==> config.mk <==
export PLATFORM = sky130hd
export DESIGN_NAME = spi_wb_slave
export DESIGN_NICKNAME = d
export VERILOG_FILES = /design/src/rtl/spi_wb_slave.sv
export SDC_FILE = /design/constraint.sdc
export NUM_CORES = 1
export LEC_CHECK = 0
export BUFFER_PORTS_ARGS = -buffer_cell sky130_fd_sc_hd__buf_2
export CELL_PAD_IN_SITES_DETAIL_PLACEMENT = 0
export CELL_PAD_IN_SITES_GLOBAL_PLACEMENT = 2
export CORE_MARGIN = 1.5
export CORE_UTILIZATION = 37
export DETAILED_ROUTE_END_ITERATION = 8
export GPL_TIMING_DRIVEN = 0
export HOLD_SLACK_MARGIN = 0.06
export PLACE_DENSITY_LB_ADDON = 0.1
export SYNTH_ARGS = -nofsm -noshare
export SYNTH_HDL_FRONTEND = slang
export SYNTH_SLANG_ARGS = --single-unit
export TNS_END_PERCENT = 20
==> constraint.sdc <==
create_clock -name clk -period 4.1 [get_ports clk]
set_clock_uncertainty 0.1 [all_clocks]
set_input_delay 0.41 -clock clk [delete_from_list [all_inputs] [get_ports clk]]
set_output_delay 0.41 -clock clk [all_outputs]
set_load 0.005 [all_outputs]
==> src/rtl/spi_wb_slave.sv <==
// SPI mode-0 slave that turns framed SPI transfers into 32-bit Wishbone B3 reads and writes.
// The SPI pins are oversampled in the clk domain, so clk must run at least 8x sclk.
module spi_wb_slave #(
  parameter int          SYNC_STAGES = 2,
  parameter int          WB_TIMEOUT  = 1024,
  parameter logic [31:0] ERR_DATA    = 32'hFFFF_FFFF
) (
  input  logic        clk,
  input  logic        rst,
  input  logic        spi_sclk,
  input  logic        spi_ss_n,
  input  logic        spi_mosi,
  output logic        spi_miso,
  output logic        spi_miso_oe,
  output logic [31:0] wb_adr_o,
  output logic [31:0] wb_dat_o,
  input  logic [31:0] wb_dat_i,
  output logic [3:0]  wb_sel_o,
  output logic        wb_we_o,
  output logic        wb_stb_o,
  output logic        wb_cyc_o,
  input  logic        wb_ack_i,
  input  logic        wb_err_i,
  input  logic        wb_rty_i
);
  localparam logic [2:0] S_IDLE  = 3'd0;
  localparam logic [2:0] S_CMD   = 3'd1;
  localparam logic [2:0] S_ADDR  = 3'd2;
  localparam logic [2:0] S_WDATA = 3'd3;
  localparam logic [2:0] S_DUMMY = 3'd4;
  localparam logic [2:0] S_RDATA = 3'd5;
  localparam logic [0:0] WB_IDLE = 1'b0;
  localparam logic [0:0] WB_BUSY = 1'b1;
  localparam int          TW      = $clog2(WB_TIMEOUT + 1);
  localparam logic [TW-1:0] TO_LAST = TW'(WB_TIMEOUT - 1);

  logic [SYNC_STAGES-1:0] sclk_sync_q, sclk_sync_d, ss_sync_q, ss_sync_d, mosi_sync_q, mosi_sync_d;
  logic        sclk_prev_q, sclk_prev_d, ss_prev_q, ss_prev_d;
  logic [2:0]  state_q, state_d, bit_cnt_q, bit_cnt_d;
  logic [1:0]  byte_cnt_q, byte_cnt_d;
  logic [31:0] rx_q, rx_d, tx_q, tx_d, addr_q, addr_d, rd_data_q, rd_data_d;
  logic        is_wr_q, is_wr_d, err_flag_q, err_flag_d, load_pend_q, load_pend_d;
  logic        rd_valid_q, rd_valid_d, wb_we_q, wb_we_d;
  logic [0:0]  wb_state_q, wb_state_d;
  logic [31:0] wb_adr_q, wb_adr_d, wb_dat_q, wb_dat_d;
  logic [TW-1:0] to_cnt_q, to_cnt_d;

  logic        sclk_s, ss_s, mosi_s, sclk_rise, sclk_fall, ss_rise, ss_fall, byte_end;
  logic        wb_busy, wb_fail, wb_done, start_req, start_we, set_err, clr_err;
  logic [31:0] rx_word, start_adr;

  assign sclk_s    = sclk_sync_q[SYNC_STAGES-1];
  assign ss_s      = ss_sync_q[SYNC_STAGES-1];
  assign mosi_s    = mosi_sync_q[SYNC_STAGES-1];
  assign sclk_rise = sclk_s & ~sclk_prev_q;
  assign sclk_fall = ~sclk_s & sclk_prev_q;
  assign ss_rise   = ss_s & ~ss_prev_q;
  assign ss_fall   = ~ss_s & ss_prev_q;
  assign byte_end  = sclk_rise & (bit_cnt_q == 3'd7);
  assign rx_word   = {rx_q[30:0], mosi_s};
  assign wb_busy   = (wb_state_q == WB_BUSY);
  assign wb_fail   = wb_busy & (wb_err_i | wb_rty_i | (to_cnt_q == TO_LAST));
  assign wb_done   = wb_busy & (wb_ack_i | wb_fail);

  always_comb begin
    sclk_sync_d = {sclk_sync_q[SYNC_STAGES-2:0], spi_sclk};
    ss_sync_d   = {ss_sync_q[SYNC_STAGES-2:0], spi_ss_n};
    mosi_sync_d = {mosi_sync_q[SYNC_STAGES-2:0], spi_mosi};
    sclk_prev_d = sclk_s;
    ss_prev_d   = ss_s;
    state_d     = state_q;
    bit_cnt_d   = bit_cnt_q;
    byte_cnt_d  = byte_cnt_q;
    rx_d        = rx_q;
    tx_d        = tx_q;
    is_wr_d     = is_wr_q;
    addr_d      = addr_q;
    err_flag_d  = err_flag_q;
    load_pend_d = load_pend_q;
    rd_data_d   = rd_data_q;
    rd_valid_d  = rd_valid_q;
    wb_state_d  = wb_state_q;
    wb_adr_d    = wb_adr_q;
    wb_dat_d    = wb_dat_q;
    wb_we_d     = wb_we_q;
    to_cnt_d    = to_cnt_q;
    start_req   = 1'b0;
    start_we    = 1'b0;
    start_adr   = addr_q;
    set_err     = 1'b0;
    clr_err     = 1'b0;

    // A freshly received address below takes precedence over the post-cycle increment.
    if (wb_done) addr_d = addr_q + 32'd4;

    if (state_q != S_IDLE && sclk_rise) begin
      rx_d      = rx_word;
      bit_cnt_d = bit_cnt_q + 3'd1;
    end

    case (state_q)
      S_CMD: if (byte_end) begin
        is_wr_d    = rx_word[7];
        clr_err    = 1'b1;
        byte_cnt_d = 2'd0;
        state_d    = S_ADDR;
      end
      S_ADDR: if (byte_end) begin
        byte_cnt_d = byte_cnt_q + 2'd1;
        if (byte_cnt_q == 2'd3) begin
          addr_d = rx_word;
          if (is_wr_q) begin
            state_d = S_WDATA;
          end else begin
            state_d   = S_DUMMY;
            start_req = 1'b1;
            start_adr = rx_word;
          end
        end
      end
      S_WDATA: if (byte_end) begin
        byte_cnt_d = byte_cnt_q + 2'd1;
        if (byte_cnt_q == 2'd3) begin
          if (wb_busy) begin
            set_err = 1'b1;
          end else begin
            start_req = 1'b1;
            start_we  = 1'b1;
          end
        end
      end
      S_DUMMY: if (byte_end) begin
        load_pend_d = 1'b1;
        byte_cnt_d  = 2'd0;
        state_d     = S_RDATA;
      end
      S_RDATA: begin
        // Prefetch the following word while the current one is being shifted out.
        if (sclk_rise && bit_cnt_q == 3'd0 && byte_cnt_q == 2'd0) start_req = 1'b1;
        if (byte_end) begin
          byte_cnt_d = byte_cnt_q + 2'd1;
          if (byte_cnt_q == 2'd3) load_pend_d = 1'b1;
        end
      end
      default: ;
    endcase

    if (state_q != S_IDLE && sclk_fall) begin
      if (load_pend_q) begin
        load_pend_d = 1'b0;
        tx_d        = rd_valid_q ? rd_data_q : ERR_DATA;
        rd_valid_d  = 1'b0;
        if (!rd_valid_q) set_err = 1'b1;
      end else begin
        tx_d = {tx_q[30:0], 1'b0};
      end
    end

    if (wb_busy) begin
      to_cnt_d = to_cnt_q + TW'(1);
      if (wb_done) begin
        wb_state_d = WB_IDLE;
        if (!wb_we_q) begin
          rd_data_d  = wb_fail ? ERR_DATA : wb_dat_i;
          rd_valid_d = 1'b1;
        end
      end
    end else if (start_req) begin
      wb_state_d = WB_BUSY;
      to_cnt_d   = '0;
      wb_adr_d   = start_adr;
      wb_we_d    = start_we;
      if (start_we) wb_dat_d = rx_word;
      else rd_valid_d = 1'b0;
    end
    if (wb_fail) set_err = 1'b1;

    if (ss_rise) begin
      state_d     = S_IDLE;
      load_pend_d = 1'b0;
    end else if (ss_fall) begin
      state_d     = S_CMD;
      bit_cnt_d   = 3'd0;
      byte_cnt_d  = 2'd0;
      load_pend_d = 1'b0;
      tx_d        = {7'd0, err_flag_q, 24'd0};
    end

    if (set_err) err_flag_d = 1'b1;
    else if (clr_err) err_flag_d = 1'b0;
  end

  always_ff @(posedge clk) begin
    if (!rst) begin
      sclk_sync_q <= '0;
      ss_sync_q   <= '1;
      mosi_sync_q <= '0;
      sclk_prev_q <= 1'b0;
      ss_prev_q   <= 1'b1;
      state_q     <= S_IDLE;
      bit_cnt_q   <= 3'd0;
      byte_cnt_q  <= 2'd0;
      tx_q        <= '0;
      is_wr_q     <= 1'b0;
      addr_q      <= '0;
      err_flag_q  <= 1'b0;
      load_pend_q <= 1'b0;
      rd_valid_q  <= 1'b0;
      wb_state_q  <= WB_IDLE;
      wb_adr_q    <= '0;
      wb_dat_q    <= '0;
      wb_we_q     <= 1'b0;
      to_cnt_q    <= '0;
    end else begin
      sclk_sync_q <= sclk_sync_d;
      ss_sync_q   <= ss_sync_d;
      mosi_sync_q <= mosi_sync_d;
      sclk_prev_q <= sclk_prev_d;
      ss_prev_q   <= ss_prev_d;
      state_q     <= state_d;
      bit_cnt_q   <= bit_cnt_d;
      byte_cnt_q  <= byte_cnt_d;
      tx_q        <= tx_d;
      is_wr_q     <= is_wr_d;
      addr_q      <= addr_d;
      err_flag_q  <= err_flag_d;
      load_pend_q <= load_pend_d;
      rd_valid_q  <= rd_valid_d;
      wb_state_q  <= wb_state_d;
      wb_adr_q    <= wb_adr_d;
      wb_dat_q    <= wb_dat_d;
      wb_we_q     <= wb_we_d;
      to_cnt_q    <= to_cnt_d;
    end
  end

  always_ff @(posedge clk) begin
    rx_q      <= rx_d;
    rd_data_q <= rd_data_d;
  end

  assign spi_miso_oe = ~ss_s;
  assign spi_miso    = ~ss_s & tx_q[31];
  assign wb_cyc_o    = wb_busy;
  assign wb_stb_o    = wb_busy;
  assign wb_we_o     = wb_busy & wb_we_q;
  assign wb_sel_o    = {4{wb_busy}};
  assign wb_adr_o    = wb_adr_q;
  assign wb_dat_o    = wb_dat_q;
endmodule

==> key figures <==
Status
  • Status: finished clean

Timing
  • Fin. Hold Viols: 0
  • RSZ-0062 raised after global routing: false
  • Final worst slack: around 1.2 ns
  • TNS Setup: 0 ns
  • Worst slew pin tran: roughly 1.3 ns
  • Rel. slew slack: between 10% and 20%
  • Period utilization: 71.8%
  • Final max-slew violation count: 0
  • Peak Freq: about 0.34 GHz
  • Setup violations, final: 0
  • Min Tclk post-route: roughly 2.9 ns

Placement
  • I/O Buffers: approximately 110
  • DP Wirelength: between 15000 and 20000 µm
  • Place WS: approximately 1.0 ns
  • GPL Wtd Cong: 0.793

Logic synthesis
  • Largest area contributor in the netlist: dfxtp_1
  • Mux cell area share after synthesis: under 10%
  • Syn nets: between 900 and 1000
  • Ys flop type: dfxtp_1
  • Yosys reg bits: 224
  • Synth cell types: between 50 and 60
  • Post-Synthesis Cell Area: 0.00941 mm²
  • Async SR Flop Fraction: 0%
  • Synth top area share: 34.3%
  • Post-Synth Adder-Cell Area: 1.17%
  • Post-synth EDFFs: 63
  • Simple-gate share of the synthesized area: 17.8%
  • Main combinational cell family by area after synthesis: simple AND/OR/NAND/NOR gates
  • Cells after synthesis: 950
  • Synth Warn #: 0
  • Seq/Total Area, Yosys: ~54%
  • Synth Area in XOR/XNOR: 1.95%
  • Synth Area per Inst: ~10 µm²
  • Compound-Gate Fraction of Synth Area: 17.1%
  • Area contributors post-synth: dfxtp_1 (34%), edfxtp_1 (20%), nand2_1 (5.9%), a21oi_1 (4.5%), mux2i_1 (3.7%)

Run
  • Max-cap violation count: 0

Critical path
  • Cell family with most CP delay: simple AND/OR/NAND/NOR gates
  • Data required, critical path: roughly 4.4 ns
  • CP bufs+invs: 1
  • Critical Path Start Type: flip-flop
  • CP max FO: 10
  • Worst path slowest cell: nor3_1
  • Endpoint class of the critical path: flip-flop
  • Critical-path cell list: ha_1 > ha_1 > nand4_1 > nor3_1 > clkbuf_1 > nand2_1 > a21oi_1
  • Critical path class: reg -> reg
  • Most used cell, CP: ha_1
  • Critical path arrival: between 3 and 4 ns
  • Worst path max stage delay: roughly 1.0 ns

Power
  • Switch share: 19.9%
  • Peak supply drop: 0.312 mV
  • Pwr/cell area: between 400 and 500 mW/mm²
  • Sw Pwr: 971 µW
  • P_leak: 4.07 nW
  • Share of power burned in registers: a little under half
  • P_int: 3.91 mW
  • Clock power share: between 50% and 60%
  • Gate power share: under 10%

Clock network
  • Reg clk slew, reported paths: about 0.060 ns
  • CTS tree: done
  • # Post-CTS Setup Buffers: 0
  • Post-CTS Resized: 0
  • Post-CTS Hold Buffers: 30
  • H-tree depth: 1
  • CTS Sinks: ~220
  • Maximum buffer depth of the clock tree: 3
  • Root buffer cell: clkbuf_16
  • Cts bufs inserted: 25
  • Clock Latency Late Sink: around 0.52 ns

Floorplanning
  • I/O pin count: 113
  • DIE AREA: roughly 0.026 mm²
  • FP Rows: 58
  • Die Ht: ~160 µm
  • Initial Util: a little under two fifths
  • Die X: about 160 µm
  • Core Area: ~0.025 mm²

Route
  • TritonRoute pass-1 iters: 5
  • Routed wire per std cell: around 17 µm
  • DRT iter0 DRCs: between 400 and 500
  • ANT nets after route: 0
  • Total Routed Length: ~25000 µm
  • DR DRC count: 0
  • Drt via density: a little over 5
  • Via count: between 7000 and 8000

GRT
  • GR met2 Demand/Resource: about 30%
  • GR peak layer: met2
  • First-pass GRT wire length: 40900 µm
  • Number of global-route vias before repair: around 7300
  • Grt met3 use: under 10%
  • Met1 GRT Util: around 29%
  • Total GRT Usage: between 15 and 20%
  • Largest net degree at the start of global routing: 27
  • GR Overflow Total: 0
  • Antenna violations before repair: 0

Layout
  • Most common cell after layout, fill and taps aside: dfxtp_1
  • ANT cells: 0
  • Layout cells sized above 1: around 17%
  • Nets: 1168
  • Storage cell area: 0.00511 mm²
  • P&R area growth vs syn: 23.9%
  • Util after Layout: 46.6%
  • # fillers: about 2500
  • Multi-input logic area: between 0.003 and 0.004 mm²
  • Most frequent cells in the layout: dfxtp_1 (161), nand2_1 (148), buf_2 (124)

Hold path
  • Hold Path Class: in -> reg
-- state kept, by name, summed over array words and instances, names as in the netlist, 2 cells and up --
name,count
addr_q,32
bit_cnt_q,3
byte_cnt_q,2
mosi_sync_q,2
rd_data_q,32
rx_q,31
sclk_sync_q,2
ss_sync_q,2
state_q,3
to_cnt_q,11
tx_q,32
wb_adr_o,32
wb_dat_o,32
-- cell families (layout without fill, tap and decap cells) --
group,count (synthesis),in the layout
AOI/OAI and AO/OA,230,230
xor gates and xnor gates,21,21
adders and majority gates,9,9
buffers and inverters,86,274
DFF,224,224
muxes,35,35
and+or+nand+nor,345,345
-- stage by stage --
| stage | std cells | cell area (µm²) | hold WS [ns] | power, mW |
|---|---|---|---|---|
| after global routing | 1468 | 11700 | 0.0673 | 5.05 |
| after detailed placement | 1393 | 10400 | 0.293 | 2.42 |
| final | 1468 | 11700 | 0.0727 | 4.88 |
| after global placement | 1391 | 10400 | 0.290 | 2.42 |
| after floorplan | 950 | 9410 | 0.286 | 2.38 |
| after CTS | 1468 | 11700 | 0.0609 | 4.95 |
-- per-layer routing --
| metal | share of wire [%] | vias to the layer above |
|---|---|---|
| li1 | - | 3760 |
| met1 | 51 | 3583 |
| met3 | 4.3 | 32 |
| met2 | 44 | 140 |
| met4 | 1.3 | 0 |
| met5 | 0 | - |
-- area by class of cell --
class,count,area share [%]
multi-input cells,640,33.8
flip-flops and latches,224,43.9
clock buffers,31,5.64
inverters,15,0.483
clock inverters,14,2.19
repair buffers,143,7.75
plain buffers,71,2.72
well taps,330,3.54
-- synth_stat cells (all sizes together), types with 7 or more instances --
master   count
a21oi       84
and3         7
clkbuf      48
dfxtp      161
and4         8
xnor2       19
nor3         7
nand2      148
nand2b       7
a211oi      35
buf         23
ha           8
nor2        65
or4          7
o21ai       38
inv         15
nand4       12
nand3       22
o221ai      31
and2        10
or2         33
a2111oi     12
mux2i       35
edfxtp      63
-- power groups by stage --
stage	Combinational [mW]	Sequential, mW	Clock (mW)
2_1_floorplan	0.0497	2.33	0
3_3_place_gp	0.0926	2.33	0
3_5_place_dp	0.0943	2.33	0
4_1_cts	0.116	2.28	2.55
5_1_grt	0.128	2.28	2.64
6_report	0.114	2.28	2.48
-- path summary, 6_finish.rpt --
path	slack, ns	cells after the start	start	end
worst max-delay path	1.16	7	bit_cnt_q[0]	wb_dat_o[18]
worst min-delay path	0.07	2	wb_dat_i[1]	rd_data_q[1]
worst max register to register	1.16	7	bit_cnt_q[0]	wb_dat_o[18]
worst min register to register	0.31	1	ss_sync_q[0]	ss_sync_q[1]
Note: power is estimated with default switching activity, not from simulation.
